$ cat src/rtl/sd_cmd_issuer_if.sv
`default_nettype none
// +----------------------------------------------------------------------------+
// | Module      : sd_cmd_issuer_if                                             |
// | Description : CPU-side register bus between the SD command issuer and the  |
// |               SD host register file.                                       |
// |   req    initiator -> responder  bus request                               |
// |   rw     initiator -> responder  1 = read, 0 = write                       |
// |   addr   initiator -> responder  register word address                     |
// |   wdata  initiator -> responder  write data                                |
// |   rdata  responder -> initiator  read data, valid while ack is high        |
// |   ack    responder -> initiator  acknowledge                               |
// | Revision    : 1.0 - initial release                                        |
// +----------------------------------------------------------------------------+
interface sd_cmd_issuer_if #(
   parameter int ADDR_W = 5,
   parameter int DATA_W = 32
);
   logic              req;
   logic              rw;
   logic [ADDR_W-1:0] addr;
   logic [DATA_W-1:0] wdata;
   logic [DATA_W-1:0] rdata;
   logic              ack;

   modport master (output req, rw, addr, wdata, input rdata, ack);
   modport slave  (input req, rw, addr, wdata, output rdata, ack);
endinterface
`default_nettype wire

$ cat src/rtl/sd_cmd_issuer.sv
`default_nettype none
// +----------------------------------------------------------------------------+
// | Module      : sd_cmd_issuer                                                |
// | Description : Issues one SD command through the host register file:       |
// |               Argument write, Transfer_Mode/Command write, status polling, |
// |               Response0/1 read and status clear.                           |
// | Ports       : clk, rst_n        clock / async active-low reset             |
// |               i_start           begin a command (sampled in IDLE)          |
// |               i_cmd_index/flags/transfer_mode/argument  command fields     |
// |               o_busy, o_done    activity flag, one-cycle completion pulse  |
// |               o_cmd_err, o_timeout_err, o_response  results with o_done    |
// |               bus               register bus initiator (master modport)    |
// | Revision    : 1.0 - initial release                                        |
// +----------------------------------------------------------------------------+
module sd_cmd_issuer #(
   parameter int ADDR_W    = 5,
   parameter int DATA_W    = 32,
   parameter int MAX_POLLS = 1024
) (
   input  wire logic        clk,
   input  wire logic        rst_n,
   input  wire logic        i_start,
   input  wire logic [5:0]  i_cmd_index,
   input  wire logic [7:0]  i_cmd_flags,
   input  wire logic [15:0] i_transfer_mode,
   input  wire logic [31:0] i_argument,
   output logic             o_busy,
   output logic             o_done,
   output logic             o_cmd_err,
   output logic             o_timeout_err,
   output logic [31:0]      o_response,
   sd_cmd_issuer_if.master  bus
);

   localparam logic [ADDR_W-1:0] c_ADDR_ARG  = ADDR_W'(2);
   localparam logic [ADDR_W-1:0] c_ADDR_CMD  = ADDR_W'(3);
   localparam logic [ADDR_W-1:0] c_ADDR_RESP = ADDR_W'(4);
   localparam logic [ADDR_W-1:0] c_ADDR_STAT = ADDR_W'(12);
   localparam logic [15:0]       c_POLL_LAST = 16'(MAX_POLLS - 1);

   typedef enum logic [2:0] {
      ST_IDLE = 3'd0,
      ST_ARG  = 3'd1,
      ST_CMD  = 3'd2,
      ST_POLL = 3'd3,
      ST_RESP = 3'd4,
      ST_CLR  = 3'd5,
      ST_DONE = 3'd6
   } state_t;

   state_t            r_state, w_state;
   logic              r_gap, w_gap;          // 0 = REQ phase, 1 = GAP phase
   logic              r_req, w_req;
   logic              r_rw, w_rw;
   logic [ADDR_W-1:0] r_addr, w_addr;
   logic [DATA_W-1:0] r_wdata, w_wdata;
   logic              r_busy, w_busy;
   logic              r_done, w_done;
   logic              r_cmd_err, w_cmd_err;
   logic              r_timeout_err, w_timeout_err;
   logic [31:0]       r_response, w_response;
   logic              r_stat_err, w_stat_err; // status bit15 of the last poll
   logic              r_stat_cc, w_stat_cc;   // status bit0 of the last poll
   logic [15:0]       r_poll_cnt, w_poll_cnt;
   logic [31:0]       r_cmd_word, w_cmd_word;

   // Access sequencing helpers
   logic              w_acc_end;              // GAP phase finished this edge
   logic              w_launch;
   logic              w_l_rw;
   logic [ADDR_W-1:0] w_l_addr;
   logic [DATA_W-1:0] w_l_wdata;

   always_ff @(posedge clk or negedge rst_n) begin
      if (!rst_n) begin
         r_state       <= ST_IDLE;
         r_gap         <= 1'b0;
         r_req         <= 1'b0;
         r_rw          <= 1'b1;
         r_addr        <= '0;
         r_wdata       <= '0;
         r_busy        <= 1'b0;
         r_done        <= 1'b0;
         r_cmd_err     <= 1'b0;
         r_timeout_err <= 1'b0;
         r_response    <= '0;
         r_stat_err    <= 1'b0;
         r_stat_cc     <= 1'b0;
         r_poll_cnt    <= '0;
         r_cmd_word    <= '0;
      end else begin
         r_state       <= w_state;
         r_gap         <= w_gap;
         r_req         <= w_req;
         r_rw          <= w_rw;
         r_addr        <= w_addr;
         r_wdata       <= w_wdata;
         r_busy        <= w_busy;
         r_done        <= w_done;
         r_cmd_err     <= w_cmd_err;
         r_timeout_err <= w_timeout_err;
         r_response    <= w_response;
         r_stat_err    <= w_stat_err;
         r_stat_cc     <= w_stat_cc;
         r_poll_cnt    <= w_poll_cnt;
         r_cmd_word    <= w_cmd_word;
      end
   end

   always_comb begin
      w_state       = r_state;
      w_gap         = r_gap;
      w_req         = r_req;
      w_rw          = r_rw;
      w_addr        = r_addr;
      w_wdata       = r_wdata;
      w_busy        = r_busy;
      w_done        = 1'b0;
      w_cmd_err     = r_cmd_err;
      w_timeout_err = r_timeout_err;
      w_response    = r_response;
      w_stat_err    = r_stat_err;
      w_stat_cc     = r_stat_cc;
      w_poll_cnt    = r_poll_cnt;
      w_cmd_word    = r_cmd_word;
      w_acc_end     = 1'b0;
      w_launch      = 1'b0;
      w_l_rw        = 1'b1;
      w_l_addr      = '0;
      w_l_wdata     = '0;

      // REQ/GAP handshake shared by every bus-access state. Read data is
      // captured on the edge ack is first seen; repeats while ack stays high
      // are harmless because the GAP phase ignores rdata.
      if (r_state != ST_IDLE && r_state != ST_DONE) begin
         if (!r_gap) begin
            if (bus.ack) begin
               w_req = 1'b0;
               w_gap = 1'b1;
               if (r_state == ST_POLL) begin
                  w_stat_err = bus.rdata[15];
                  w_stat_cc  = bus.rdata[0];
               end
               if (r_state == ST_RESP) begin
                  w_response = bus.rdata[31:0];
               end
            end
         end else if (!bus.ack) begin
            w_gap     = 1'b0;
            w_acc_end = 1'b1;
         end
      end

      case (r_state)
         ST_IDLE: begin
            if (i_start) begin
               w_busy        = 1'b1;
               w_cmd_err     = 1'b0;
               w_timeout_err = 1'b0;
               w_poll_cnt    = '0;
               w_cmd_word    = {2'b00, i_cmd_index, i_cmd_flags, i_transfer_mode};
               w_state       = ST_ARG;
               w_launch      = 1'b1;
               w_l_rw        = 1'b0;
               w_l_addr      = c_ADDR_ARG;
               w_l_wdata     = DATA_W'(i_argument);
            end
         end
         ST_ARG: begin
            if (w_acc_end) begin
               w_state   = ST_CMD;
               w_launch  = 1'b1;
               w_l_rw    = 1'b0;
               w_l_addr  = c_ADDR_CMD;
               w_l_wdata = DATA_W'(r_cmd_word);
            end
         end
         ST_CMD: begin
            if (w_acc_end) begin
               w_state  = ST_POLL;
               w_launch = 1'b1;
               w_l_addr = c_ADDR_STAT;
            end
         end
         ST_POLL: begin
            // Decision uses the status word captured during the access just ended.
            if (w_acc_end) begin
               if (r_stat_err) begin
                  w_cmd_err = 1'b1;
                  w_state   = ST_CLR;
                  w_launch  = 1'b1;
                  w_l_rw    = 1'b0;
                  w_l_addr  = c_ADDR_STAT;
               end else if (r_stat_cc) begin
                  w_state  = ST_RESP;
                  w_launch = 1'b1;
                  w_l_addr = c_ADDR_RESP;
               end else if (r_poll_cnt == c_POLL_LAST) begin
                  // Timeout leaves the status register untouched.
                  w_timeout_err = 1'b1;
                  w_state       = ST_DONE;
                  w_done        = 1'b1;
                  w_busy        = 1'b0;
               end else begin
                  w_poll_cnt = r_poll_cnt + 16'd1;
                  w_launch   = 1'b1;
                  w_l_addr   = c_ADDR_STAT;
               end
            end
         end
         ST_RESP: begin
            if (w_acc_end) begin
               w_state  = ST_CLR;
               w_launch = 1'b1;
               w_l_rw   = 1'b0;
               w_l_addr = c_ADDR_STAT;
            end
         end
         ST_CLR: begin
            if (w_acc_end) begin
               w_state = ST_DONE;
               w_done  = 1'b1;
               w_busy  = 1'b0;
            end
         end
         ST_DONE: begin
            w_state = ST_IDLE;
         end
         default: begin
            w_state = ST_IDLE;
         end
      endcase

      if (w_launch) begin
         w_req   = 1'b1;
         w_rw    = w_l_rw;
         w_addr  = w_l_addr;
         w_wdata = w_l_wdata;
      end
   end

   assign bus.req       = r_req;
   assign bus.rw        = r_rw;
   assign bus.addr      = r_addr;
   assign bus.wdata     = r_wdata;
   assign o_busy        = r_busy;
   assign o_done        = r_done;
   assign o_cmd_err     = r_cmd_err;
   assign o_timeout_err = r_timeout_err;
   assign o_response    = r_response;

endmodule
`default_nettype wire

$ cat src/flat_wrapper.sv
// flat-port wrapper written by rule: the top's interface ports become plain ports
module sd_cmd_issuer_flat 
#(
   parameter int ADDR_W    = 5,
   parameter int DATA_W    = 32,
   parameter int MAX_POLLS = 1024
)
  (clk, rst_n, i_start, i_cmd_index, i_cmd_flags, i_transfer_mode, i_argument, o_busy, o_done, o_cmd_err, o_timeout_err, o_response, bus_req, bus_rw, bus_addr, bus_wdata, bus_rdata, bus_ack);
  sd_cmd_issuer_if #(.ADDR_W(ADDR_W), .DATA_W(DATA_W)) bus_i ();
  input  wire logic clk;
  input  wire logic rst_n;
  input  wire logic i_start;
  input  wire logic [5:0] i_cmd_index;
  input  wire logic [7:0] i_cmd_flags;
  input  wire logic [15:0] i_transfer_mode;
  input  wire logic [31:0] i_argument;
  output logic o_busy;
  output logic o_done;
  output logic o_cmd_err;
  output logic o_timeout_err;
  output logic [31:0] o_response;
  output wire logic [$bits(bus_i.req)-1:0] bus_req;
  output wire logic [$bits(bus_i.rw)-1:0] bus_rw;
  output wire logic [$bits(bus_i.addr)-1:0] bus_addr;
  output wire logic [$bits(bus_i.wdata)-1:0] bus_wdata;
  input wire logic [$bits(bus_i.rdata)-1:0] bus_rdata;
  input wire logic [$bits(bus_i.ack)-1:0] bus_ack;
  assign bus_req = bus_i.req;
  assign bus_rw = bus_i.rw;
  assign bus_addr = bus_i.addr;
  assign bus_wdata = bus_i.wdata;
  assign bus_i.rdata = bus_rdata;
  assign bus_i.ack = bus_ack;
  sd_cmd_issuer #(.ADDR_W(ADDR_W), .DATA_W(DATA_W), .MAX_POLLS(MAX_POLLS)) u_core (.clk(clk), .rst_n(rst_n), .i_start(i_start), .i_cmd_index(i_cmd_index), .i_cmd_flags(i_cmd_flags), .i_transfer_mode(i_transfer_mode), .i_argument(i_argument), .o_busy(o_busy), .o_done(o_done), .o_cmd_err(o_cmd_err), .o_timeout_err(o_timeout_err), .o_response(o_response), .bus(bus_i));
endmodule
$ cat config.mk
export PLATFORM = sky130hd
export DESIGN_NAME = sd_cmd_issuer_flat
export DESIGN_NICKNAME = d
export VERILOG_FILES = /design/src/rtl/sd_cmd_issuer_if.sv /design/src/rtl/sd_cmd_issuer.sv /design/src/flat_wrapper.sv
export SDC_FILE = /design/constraint.sdc
export NUM_CORES = 1
export LEC_CHECK = 0
export BUFFER_PORTS_ARGS = -buffer_cell sky130_fd_sc_hd__buf_2
export CORE_UTILIZATION = 53
export CTS_BUF_LIST = sky130_fd_sc_hd__clkbuf_4
export CTS_CLUSTER_SIZE = 8
export DETAILED_ROUTE_END_ITERATION = 8
export HOLD_SLACK_MARGIN = 0.12
export PLACE_DENSITY = 0.86
export SETUP_SLACK_MARGIN = 0.15
export SLEW_MARGIN = 20
export SYNTH_ARGS = -nofsm -noshare
export SYNTH_HDL_FRONTEND = slang
export SYNTH_SLANG_ARGS = --single-unit
export TNS_END_PERCENT = 10
$ cat constraint.sdc
create_clock -name clk -period 2.5 [get_ports clk]
set_input_delay 0.125 -clock clk [delete_from_list [all_inputs] [get_ports clk]]
set_output_delay 0.125 -clock clk [all_outputs]
set_load 0.05 [all_outputs]
==> results.py, run 1 <==
metrics = {
    "outcome": {
        "outcome": "finished with violations",
        "violations": "design-rule violations",
    },
    "setup_path": {
        "crit_path_end_kind": "flip-flop",
        "path_class": "flip-flop to flip-flop",
        "r2r_cells": 7,
        "critical_path_required_ps": 2970,
        "r2r_slack_ps": 220,
        "crit_path_start_kind": "flip-flop",
        "cp.arrival_ps": 2750,
        "cp_max_fo": 18,
    },
    "drt": {
        "antenna_left": 0,
        "drtIter0Drc": 533,
        "drc": 2,
        "routed_via_density": 5.89,
        "vias": 5582,
        "wl_per_cell_microns": 19.4,
        "drt_wl_total_microns": 18400,
        "dr.pass1.iters": 8,
    },
    "grt": {
        "grt_pass1_vias": 5596,
        "grt_pass1_wl_microns": 28600,
        "antenna_found_initial": 1,
        "grt_overflow": 0,
        "grt_max_degree": 71,
        "grt_usage_pct": 36.3,
    },
    "clocking": {
        "cts_tree": "yes",
        "root_buffer": "clkbuf_4",
        "cts.path.max_buffers": 2,
        "htree_levels": 4,
        "clk_latency_ps": 550,
        "cts_buffers": 17,
        "post_cts_resize_count": 0,
        "path_clk_slew_ps": 130,
        "clock_sinks": 126,
    },
    "die": {
        "die_w_microns": 103,
        "core.rowCount": 36,
        "core_sq_um": 9860,
        "io_pins": 173,
        "dieArea_sq_um": 10700,
        "fp.dieH_microns": 103,
        "initial_utilization_pct": 55.1,
    },
    "flow_run": {
        "drv_cap": 0,
    },
    "logic_synthesis": {
        "synth_nets": 629,
        "synth_cells": 530,
        "synth.area.top_cells": "dfrtp_1 (58%), nand2_1 (9.9%), mux2_2 (6.2%)",
        "yosys_warnings": 0,
        "yosysTopAreaCell": "dfrtp_1",
        "netlist.area_leader.share_pct": 57.6,
        "synth_cell_type_count": 45,
        "avgSynthCellArea_sq_um": 10.3,
        "synth_area_sq_um": 5440,
        "yosys_register_bits": 126,
        "yosysSeqAreaShare_pct": 58.0,
    },
    "sta": {
        "finalCritPeriodShare_pct": 91.3,
        "slew_headroom_pct": 54.6,
        "min_period_ps": 2280,
        "max_freq_mhz": 438,
        "tns_ps": 0,
        "worst_pin_slew_ps": 681,
        "hold_viol": 0,
        "clock_skew_ps": 32.3,
        "rsz0062_at_grt": "no",
        "setup_violations": 0,
        "slew_violations": 0,
    },
    "placed_design": {
        "routabilityCongestion": 0.894,
        "dp.final_hpwl_microns": 9300,
        "io_buffer_count": 171,
    },
    "min_path": {
        "holdPathStages": 5,
        "hold_path.class": "primary input to flip-flop",
    },
    "pwr": {
        "p_clk_share_pct": 15.1,
        "internal_power_w": 0.00479,
        "sw_frac_of_total_pct": 51.1,
        "switchingPower_w": 0.00499,
        "comb_power_share_pct": 49.9,
        "irDropWorstVdd_uv": 869,
        "p_seq_share_pct": 35.0,
        "powerDensity_nw_per_um2": 1260,
        "finalPower_w": 0.00978,
        "total_leakage_power_nw": 3.89,
    },
    "cells_and_area": {
        "syn_to_final_growth_pct": 42.4,
        "nets": 899,
        "drive_gt1_share_pct": 31.4,
    },
}
-- layout by cell type, fill, tap and decap left out, drive strengths merged, types with 3 or more instances in the layout --
cell type    instances
o31ai                4
clkbuf              17
nand2              143
nor2b                3
a31oi                3
nor2                19
nor3                 5
inv                  9
nand4                8
nand3b               3
dfrtp              125
dlygate4sd3         97
a21oi                8
mux2                34
xor2                 6
o211ai               6
clkinv               5
clkinvlp             4
buf                185
nand3                6
or4                  4
and3                 3
o21ai               48
nor4                 5
nand2b               4
a22oi               31
or3                  7
-- cell type report --
| class | count | area (sq um) |
|---|---|---|
| inverter | 5 | 18.8 |
| timing repair buffer | 282 | 1960 |
| antenna | 1 | 2.50 |
| sequential | 126 | 3150 |
| clock inverter | 15 | 163 |
| multi-input combinational | 368 | 2150 |
| clock buffer | 17 | 128 |
| tap | 133 | 166 |
| fill | 531 | 2120 |
-- cells by family after synthesis --
kind of cell | count (synthesis) | synth area share (%)
compound gates | 107 | 12.4
xor+xnor | 7 | 1.13
fa+ha+maj | 1 | 0.230
buf+inv | 36 | 3.02
flops | 126 | 58.0
mux | 34 | 7.04
other cells | 1 | 0.0690
simple gates | 218 | 18.1
-- flip-flops by register name (all words and copies together), names as in the netlist --
| name | flops |
|---|---|
| u_core.r_cmd_word | 30 |
| u_core.o_timeout_err | 1 |
| u_core.bus.wdata | 32 |
| u_core.bus.addr | 4 |
| u_core.r_stat_cc | 1 |
| u_core.r_gap | 1 |
| u_core.bus.rw | 1 |
| u_core.o_done | 1 |
| u_core.o_response | 32 |
| u_core.r_poll_cnt | 16 |
| u_core.r_state | 3 |
| u_core.o_busy | 1 |
| u_core.o_cmd_err | 1 |
| u_core.r_stat_err | 1 |
| u_core.bus.req | 1 |
-- per-stage QoR --
step / hold WS (ps) / area (sq um) / setup slack (ps) / util, % / std cells
2_1_floorplan: -171 / 5440 / 531 / - / 530
3_3_place_gp: 205 / 6470 / 422 / 65.6 / 816
3_5_place_dp: 213 / 6470 / 330 / 65.6 / 816
4_1_cts: 126 / 7730 / 286 / 78.4 / 945
5_1_grt: 163 / 7740 / 129 / 78.5 / 947
6_report: 170 / 7740 / 217 / 78.5 / 947
-- power groups by stage --
stage	registers [W]	logic, W	clock network [W]
final	0.00342	0.00488	0.00148
after CTS	0.00333	0.00469	0.00145
after global routing	0.00350	0.00516	0.00157
after global placement	0.00331	0.00443	0
after detailed placement	0.00335	0.00455	0
after floorplan	0.00512	0.00156	0
-- cell usage after synthesis, drive strengths merged --
cell type and count:
nor3 5, buf 11, or2 1, nor2b 3, and2 1, o22ai 2
nand2b 4, o31ai 4, clkbuf 20, a22o 1, nand2 143, nand3 6
o211ai 6, a21oi 8, a31oi 3, o21a 2, a22oi 31, nand4 8
dfstp 1, or3 7, xor2 6, conb 1, and3 3, nand3b 3
ha 1, nor2 19, nor4 5, or4b 2, and4 2, a21o 1
xnor2 1, dfrtp 125, mux2 34, o21ai 48, inv 5, nor3b 2
or4 4, a32o 1
-- layer usage --
layer	global-route usage (%)	wire, microns	up-vias
li1	-	-	2388
met5	0	0	-
met3	9.54	1730	90
met2	60.8	9200	469
met1	43.1	6570	2635
met4	19.5	897	0
-- critical path, stage by stage, from the launching register on --
cell      delay [ps]
dfrtp_1          400
buf_4            200
or4b_1           550
o21ai_4          190
o211ai_1         160
buf_4            190
or3_1            330
a21oi_1          180
-- final timing paths --
path,from,endpoint
worst min-delay path,i_start,u_core.r_state[0]$_DFFE_PN0P_
max in group asynchronous,rst_n,u_core.o_response[24]$_DFFE_PN0P_
worst max-delay path,u_core.r_state[2]$_DFFE_PN0P_,u_core.r_poll_cnt[9]$_DFFE_PN0P_
worst max register to register,u_core.r_state[2]$_DFFE_PN0P_,u_core.r_poll_cnt[9]$_DFFE_PN0P_
min in group asynchronous,rst_n,u_core.r_cmd_word[23]$_DFFE_PN0P_
worst min register to register,u_core.bus.addr[2]$_DFFE_PN0P_,u_core.bus.addr[2]$_DFFE_PN0P_
-- what timing repair did --
action / in CTS / in global routing
setup endpoints to repair: 0 / 2
buffers inserted: 0 / 1
hold endpoints to repair: 152 / 0
hold buffers: 97 / 0
No activity file was read; power rests on OpenSTA's default activity.
==> run 2: changes to the inputs <==
- ABC_AREA: default -> 1
- CORE_UTILIZATION: 53 -> 54
- PLACE_DENSITY: 0.86 -> 0.85
==> results.py, run 2 <==
metrics = {
    "outcome": {
        "outcome": "finished, final reports clean",
    },
    "logic_synthesis": {
        "synthFlopType": "dfrtp_1",
        "synth.area.top_cells": "dfrtp_1 (51%), nand2_1 (11%), mux2_2 (5.5%)",
        "yosys_warnings": 0,
        "async_reset_ff_share_pct": 100,
        "avgSynthCellArea_sq_um": 8.89,
        "synth_area_sq_um": 6140,
        "yosys_register_bits": 126,
        "synth_cells": 691,
        "yosysTopAreaCell": "dfrtp_1",
        "netlist.area_leader.share_pct": 50.9,
        "yosys.cell_count.top_type": "nand2_1",
        "synth_edf_count": 0,
        "synth_cell_type_count": 36,
        "ys_top_cells_by_count": "nand2_1 (183), dfrtp_1 (125), inv_1 (85)",
        "yosysSeqAreaShare_pct": 51.4,
        "synth_nets": 790,
    },
    "cells_and_area": {
        "instances_no_fill": 1106,
        "finalInstanceArea_sq_um": 8240,
        "mostFrequentLayoutCell": "nand2_1",
        "fillCellCount": 732,
        "nets": 1054,
        "syn_to_final_growth_pct": 34.2,
        "final_cell_mix": "nand2_1 (183), buf_2 (170), dfrtp_1 (125)",
        "drive_gt1_share_pct": 28.9,
    },
    "setup_path": {
        "cp-endpoint": "u_core.bus.wdata[15]$_DFFE_PN0P_",
        "reg2reg_from": "u_core.r_state[0]$_DFFE_PN0P_",
        "critical_path.max_stage_delay_ps": 680,
        "crit_path_start_kind": "flip-flop",
        "r2r_end": "u_core.bus.wdata[15]$_DFFE_PN0P_",
        "cp_slowest_cell": "dfrtp_1",
        "cp.arrival_ps": 2510,
        "startpoint": "u_core.r_state[0]$_DFFE_PN0P_",
        "path_cells": "inv_1 -> nand3_1 -> nand3_1 -> inv_1 -> nand2_2 -> nand4_1 -> nand2_1",
        "path_class": "flip-flop to flip-flop",
        "worstSetupPathDepth": 7,
        "r2r_slack_ps": 370,
        "cp_max_fo": 37,
        "crit_family": "simple AND/OR/NAND/NOR gates",
        "crit_path_end_kind": "flip-flop",
        "critical_path_required_ps": 2890,
        "worst-path-buf-inv": 2,
        "r2r_cells": 7,
    },
    "sta": {
        "min_period_ps": 2130,
        "hold_viol": 0,
        "setup_violations": 0,
        "clock_skew_ps": 26.8,
        "rsz0062_at_grt": "no",
        "slew_headroom_pct": 45.3,
        "worst_pin_slew_ps": 820,
        "slew_violations": 0,
        "setup_slack_ps": 372,
        "tns_ps": 0,
        "max_freq_mhz": 470,
        "finalCritPeriodShare_pct": 85.1,
    },
    "placed_design": {
        "place_inst": 976,
        "dpl-instance-area_sq_um": 7040,
        "routabilityCongestion": 0.896,
        "io_buffer_count": 171,
        "dp.final_hpwl_microns": 9630,
        "preCtsSetupSlack_ps": 410,
    },
    "flow_run": {
        "drv_cap": 0,
    },
    "pwr": {
        "irDropWorstVdd_uv": 1050,
        "powerDensity_nw_per_um2": 1180,
        "sw_frac_of_total_pct": 52.1,
        "p_clk_share_pct": 11.2,
        "internal_power_w": 0.00466,
        "comb_power_share_pct": 53.8,
        "switchingPower_w": 0.00506,
        "p_seq_share_pct": 35.1,
        "total_leakage_power_nw": 4.23,
    },
    "clocking": {
        "root_buffer": "clkbuf_4",
        "cts_tree": "yes",
        "cts_buffers": 17,
        "clk_latency_ps": 510,
        "htree_levels": 4,
        "cts.path.max_buffers": 2,
        "clock_sinks": 126,
        "path_clk_slew_ps": 100,
    },
    "drt": {
        "drt_wl_total_microns": 17100,
        "dr.pass1.iters": 5,
        "antenna_left": 0,
        "wl_per_cell_microns": 15.5,
        "drtIter0Drc": 467,
        "routed_via_density": 5.24,
        "drc": 0,
        "vias": 5798,
    },
    "die": {
        "core.rowCount": 38,
        "dieArea_sq_um": 11800,
        "die_w_microns": 109,
        "io_pins": 173,
        "initial_utilization_pct": 55.9,
        "fp.dieH_microns": 109,
        "core_sq_um": 11000,
    },
    "grt": {
        "grt_pass1_vias": 5873,
        "grt_pass1_wl_microns": 27900,
        "grt_max_degree": 77,
        "antenna_found_initial": 0,
        "grt_overflow": 0,
        "grt_usage_pct": 30.9,
    },
    "min_path": {
        "hold_path.class": "primary input to async pin",
    },
}
## run 2: cell types whose count changed after synthesis, moves of 7 or more
cell,previous run,this run
a22oi_1,31,0
o21ai_0,37,62
inv_1,5,85
buf_6,2,9
nand2_1,143,183
or3_1,7,0
o21ai_2,0,11
nand2_2,0,11
o21ai_1,10,2
clkbuf_1,20,5
nand3_1,6,24
nand4_1,8,44
nor2_1,19,36
## run 2: per-stage QoR
| step | util [%] | total power, W | hold WS [ps] |
|---|---|---|---|
| floorplan | - | 0.00730 | -171 |
| global placement | 64.1 | 0.00825 | 183 |
| detailed placement | 64.1 | 0.00838 | 185 |
| CTS | 75.0 | 0.00957 | 171 |
| global route | 75.0 | 0.0103 | 174 |
| finish | 75.1 | 0.00972 | 169 |
## run 2: layer usage
layer	vias up	share of wire, %	GRT usage [%]
li1	2750	-	-
met2	252	51	50.6
met3	56	5.8	8.97
met5	-	0	0
met1	2740	40	36.8
met4	0	3.6	16.4
## run 2: timing repair
item,in CTS,in global routing
buffers inserted,0,0
hold buffers,100,0
hold endpoints to repair,185,0
endpoints found under the setup margin,0,0
resized for setup,0,0
## run 2: cell families after synthesis
group / count (synthesis) / synth area share [%]
simple gates: 317 / 24.6
flops: 126 / 51.4
buf+inv: 123 / 9.29
compound gates: 86 / 8.03
mux: 30 / 5.50
xor+xnor: 7 / 0.998
fa+ha+maj: 1 / 0.204
other cells: 1 / 0.0611
## run 2: area by class of cell
class / count / area [sq um] / share of cell area, %
Multi-Input combinational cell: 442 / 2420 / 29.4
Antenna cell: 1 / 2.50 / 0.0304
Sequential cell: 126 / 3150 / 38.3
Clock inverter: 10 / 52.6 / 0.638
Inverter: 89 / 337 / 4.08
Tap cell: 140 / 175 / 2.13
Timing Repair Buffer: 279 / 1960 / 23.7
Clock buffer: 19 / 143 / 1.73
## run 2: power groups by stage
| stage | Combinational [W] | Sequential [W] | Clock [W] |
|---|---|---|---|
| after CTS | 0.00511 | 0.00336 | 0.00110 |
| after detailed placement | 0.00498 | 0.00340 | 0 |
| after floorplan | 0.00209 | 0.00521 | 0 |
| final | 0.00523 | 0.00341 | 0.00109 |
| after global routing | 0.00561 | 0.00349 | 0.00120 |
| after global placement | 0.00488 | 0.00337 | 0 |
## run 2: how the worst min path moves through the flow
stage	endpoint	slack (ps)
after floorplan	u_core.bus.addr[0]$_DFFE_PN0P_	-170
after global placement	u_core.r_poll_cnt[13]$_DFFE_PN0P_	180
after detailed placement	u_core.r_poll_cnt[13]$_DFFE_PN0P_	180
after CTS	u_core.r_poll_cnt[13]$_DFFE_PN0P_	170
after global routing	u_core.r_poll_cnt[2]$_DFFE_PN0P_	170
final	u_core.r_poll_cnt[13]$_DFFE_PN0P_	170
## run 2: worst reg2reg max path, stage by stage, from the launching register on
cell and delay [ps]:
dfrtp_1 680, inv_1 180, nand3_1 140, nand3_1 130, inv_1 90, nand2_2 410, nand4_1 330, nand2_1 70
==> run 3: changes to the inputs <==
- CORE_UTILIZATION: 54 -> 35
- PLACE_DENSITY: 0.85 -> 0.6
- SLEW_MARGIN: 20 -> default
==> results.py, run 3 (synthesized netlist as in run 2, its figures left out) <==
metrics = {
    "outcome": {
        "outcome": "finished with violations",
        "violations": "design-rule violations",
    },
    "setup_path": {
        "cp.arrival_ps": 2460,
        "r2r_cells": 8,
        "critical_path_required_ps": 2950,
        "crit_path_start_kind": "flip-flop",
        "r2r_end": "u_core.bus.rw$_DFFE_PN1P_",
        "r2r_slack_ps": 500,
        "path_class": "flip-flop to flip-flop",
        "cp_max_fo": 25,
        "startpoint": "u_core.r_state[0]$_DFFE_PN0P_",
        "cp-endpoint": "u_core.bus.rw$_DFFE_PN1P_",
        "reg2reg_from": "u_core.r_state[0]$_DFFE_PN0P_",
        "crit_path_end_kind": "flip-flop",
    },
    "die": {
        "die_w_microns": 134,
        "core.rowCount": 48,
        "core_sq_um": 17200,
        "fp.dieH_microns": 134,
        "dieArea_sq_um": 18100,
        "io_pins": 173,
        "initial_utilization_pct": 35.6,
    },
    "cells_and_area": {
        "instances_no_fill": 1193,
        "final_cell_mix": "nand2_1 (183), buf_2 (170), dfrtp_1 (125)",
        "mostFrequentLayoutCell": "nand2_1",
        "nets": 1053,
        "syn_to_final_growth_pct": 37.5,
        "utilization_pct": 49.0,
        "finalInstanceArea_sq_um": 8440,
        "drive_gt1_share_pct": 29.0,
    },
    "drt": {
        "wl_per_cell_microns": 13.6,
        "antenna_left": 0,
        "vias": 5509,
        "drt_wl_total_microns": 16200,
        "dr.pass1.iters": 7,
        "drc": 1,
        "drtIter0Drc": 368,
        "routed_via_density": 4.62,
    },
    "placed_design": {
        "place_inst": 1063,
        "routabilityCongestion": 0.878,
        "dp.final_hpwl_microns": 10400,
        "dpl-instance-area_sq_um": 7170,
        "io_buffer_count": 171,
    },
    "clocking": {
        "cts_tree": "yes",
        "clk_latency_ps": 520,
        "clock_sinks": 126,
        "cts.path.max_buffers": 2,
        "root_buffer": "clkbuf_4",
        "htree_levels": 4,
        "path_clk_slew_ps": 120,
        "cts_buffers": 17,
    },
    "sta": {
        "slew_violations": 0,
        "clock_skew_ps": 15.1,
        "max_freq_mhz": 499,
        "finalCritPeriodShare_pct": 80.2,
        "min_period_ps": 2000,
        "hold_viol": 0,
        "slew_headroom_pct": 64.1,
        "tns_ps": 0,
        "worst_pin_slew_ps": 539,
        "setup_violations": 0,
        "rsz0062_at_grt": "no",
    },
    "pwr": {
        "total_leakage_power_nw": 4.28,
        "irDropWorstVdd_uv": 749,
        "finalPower_w": 0.0101,
        "powerDensity_nw_per_um2": 1190,
    },
    "grt": {
        "grt_pass1_wl_microns": 26600,
        "grt_overflow": 0,
        "antenna_found_initial": 1,
        "grt_pass1_vias": 5309,
        "grt_usage_pct": 18.6,
        "grt_max_degree": 93,
    },
    "flow_run": {
        "drv_cap": 0,
    },
    "min_path": {
        "hold_path.class": "primary input to async pin",
    },
}
run 3: worst min-delay path by stage:
stage / endpoint / slack [ps] / cells past startpoint
floorplan: u_core.bus.addr[0]$_DFFE_PN0P_ / -170 / 0
global placement: u_core.r_poll_cnt[11]$_DFFE_PN0P_ / -30 / 1
detailed placement: u_core.r_poll_cnt[12]$_DFFE_PN0P_ / -20 / 1
CTS: u_core.o_response[24]$_DFFE_PN0P_ / 180 / 3
global route: u_core.o_response[0]$_DFFE_PN0P_ / 190 / 3
finish: u_core.r_poll_cnt[2]$_DFFE_PN0P_ / 160 / 3
run 3: where the power goes:
group | total (W) | switching (W) | internal, W
clock network | 0.00152 | 0.000753 | 0.000771
logic | 0.00519 | 0.00379 | 0.00139
registers | 0.00335 | 0.000464 | 0.00289
total | 0.0101 | 0.00501 | 0.00505
run 3: worst max-delay path, stage by stage, from the launching register on:
cell and delay, ps:
dfrtp_1 690, inv_1 180, nand3_1 160, nand3_1 110
nand2_2 230, buf_4 330, nand3_1 110, nand2_1 90
nand2_1 50
run 3: area by class of cell:
class	instances	area [sq um]
timing repair buffer	278	1940
inverter	89	337
clock inverter	15	176
fill	1609	8790
tap	225	282
multi-input combinational	442	2420
clock buffer	17	128
sequential	126	3150
antenna	1	2.50
run 3: timing repair:
action,4_1_cts,5_1_grt
setup buffers,0,0
hold buffers,97,0
endpoints found under the hold margin,224,0
resized for setup,0,0
run 3: through the flow:
step / setup slack (ps) / hold WS (ps)
2_1_floorplan: 982 / -171
3_3_place_gp: 552 / -25.2
3_5_place_dp: 518 / -24.2
4_1_cts: 513 / 180
5_1_grt: 334 / 187
6_report: 496 / 163
run 3: layer usage:
layer / track usage, % / up-vias / share of wire [%]
met5: 0 / - / 0
met2: 28.0 / 153 / 47
met3: 5.33 / 19 / 5.2
met1: 25.7 / 2595 / 46
met4: 6.24 / 0 / 1.7
li1: - / 2742 / -
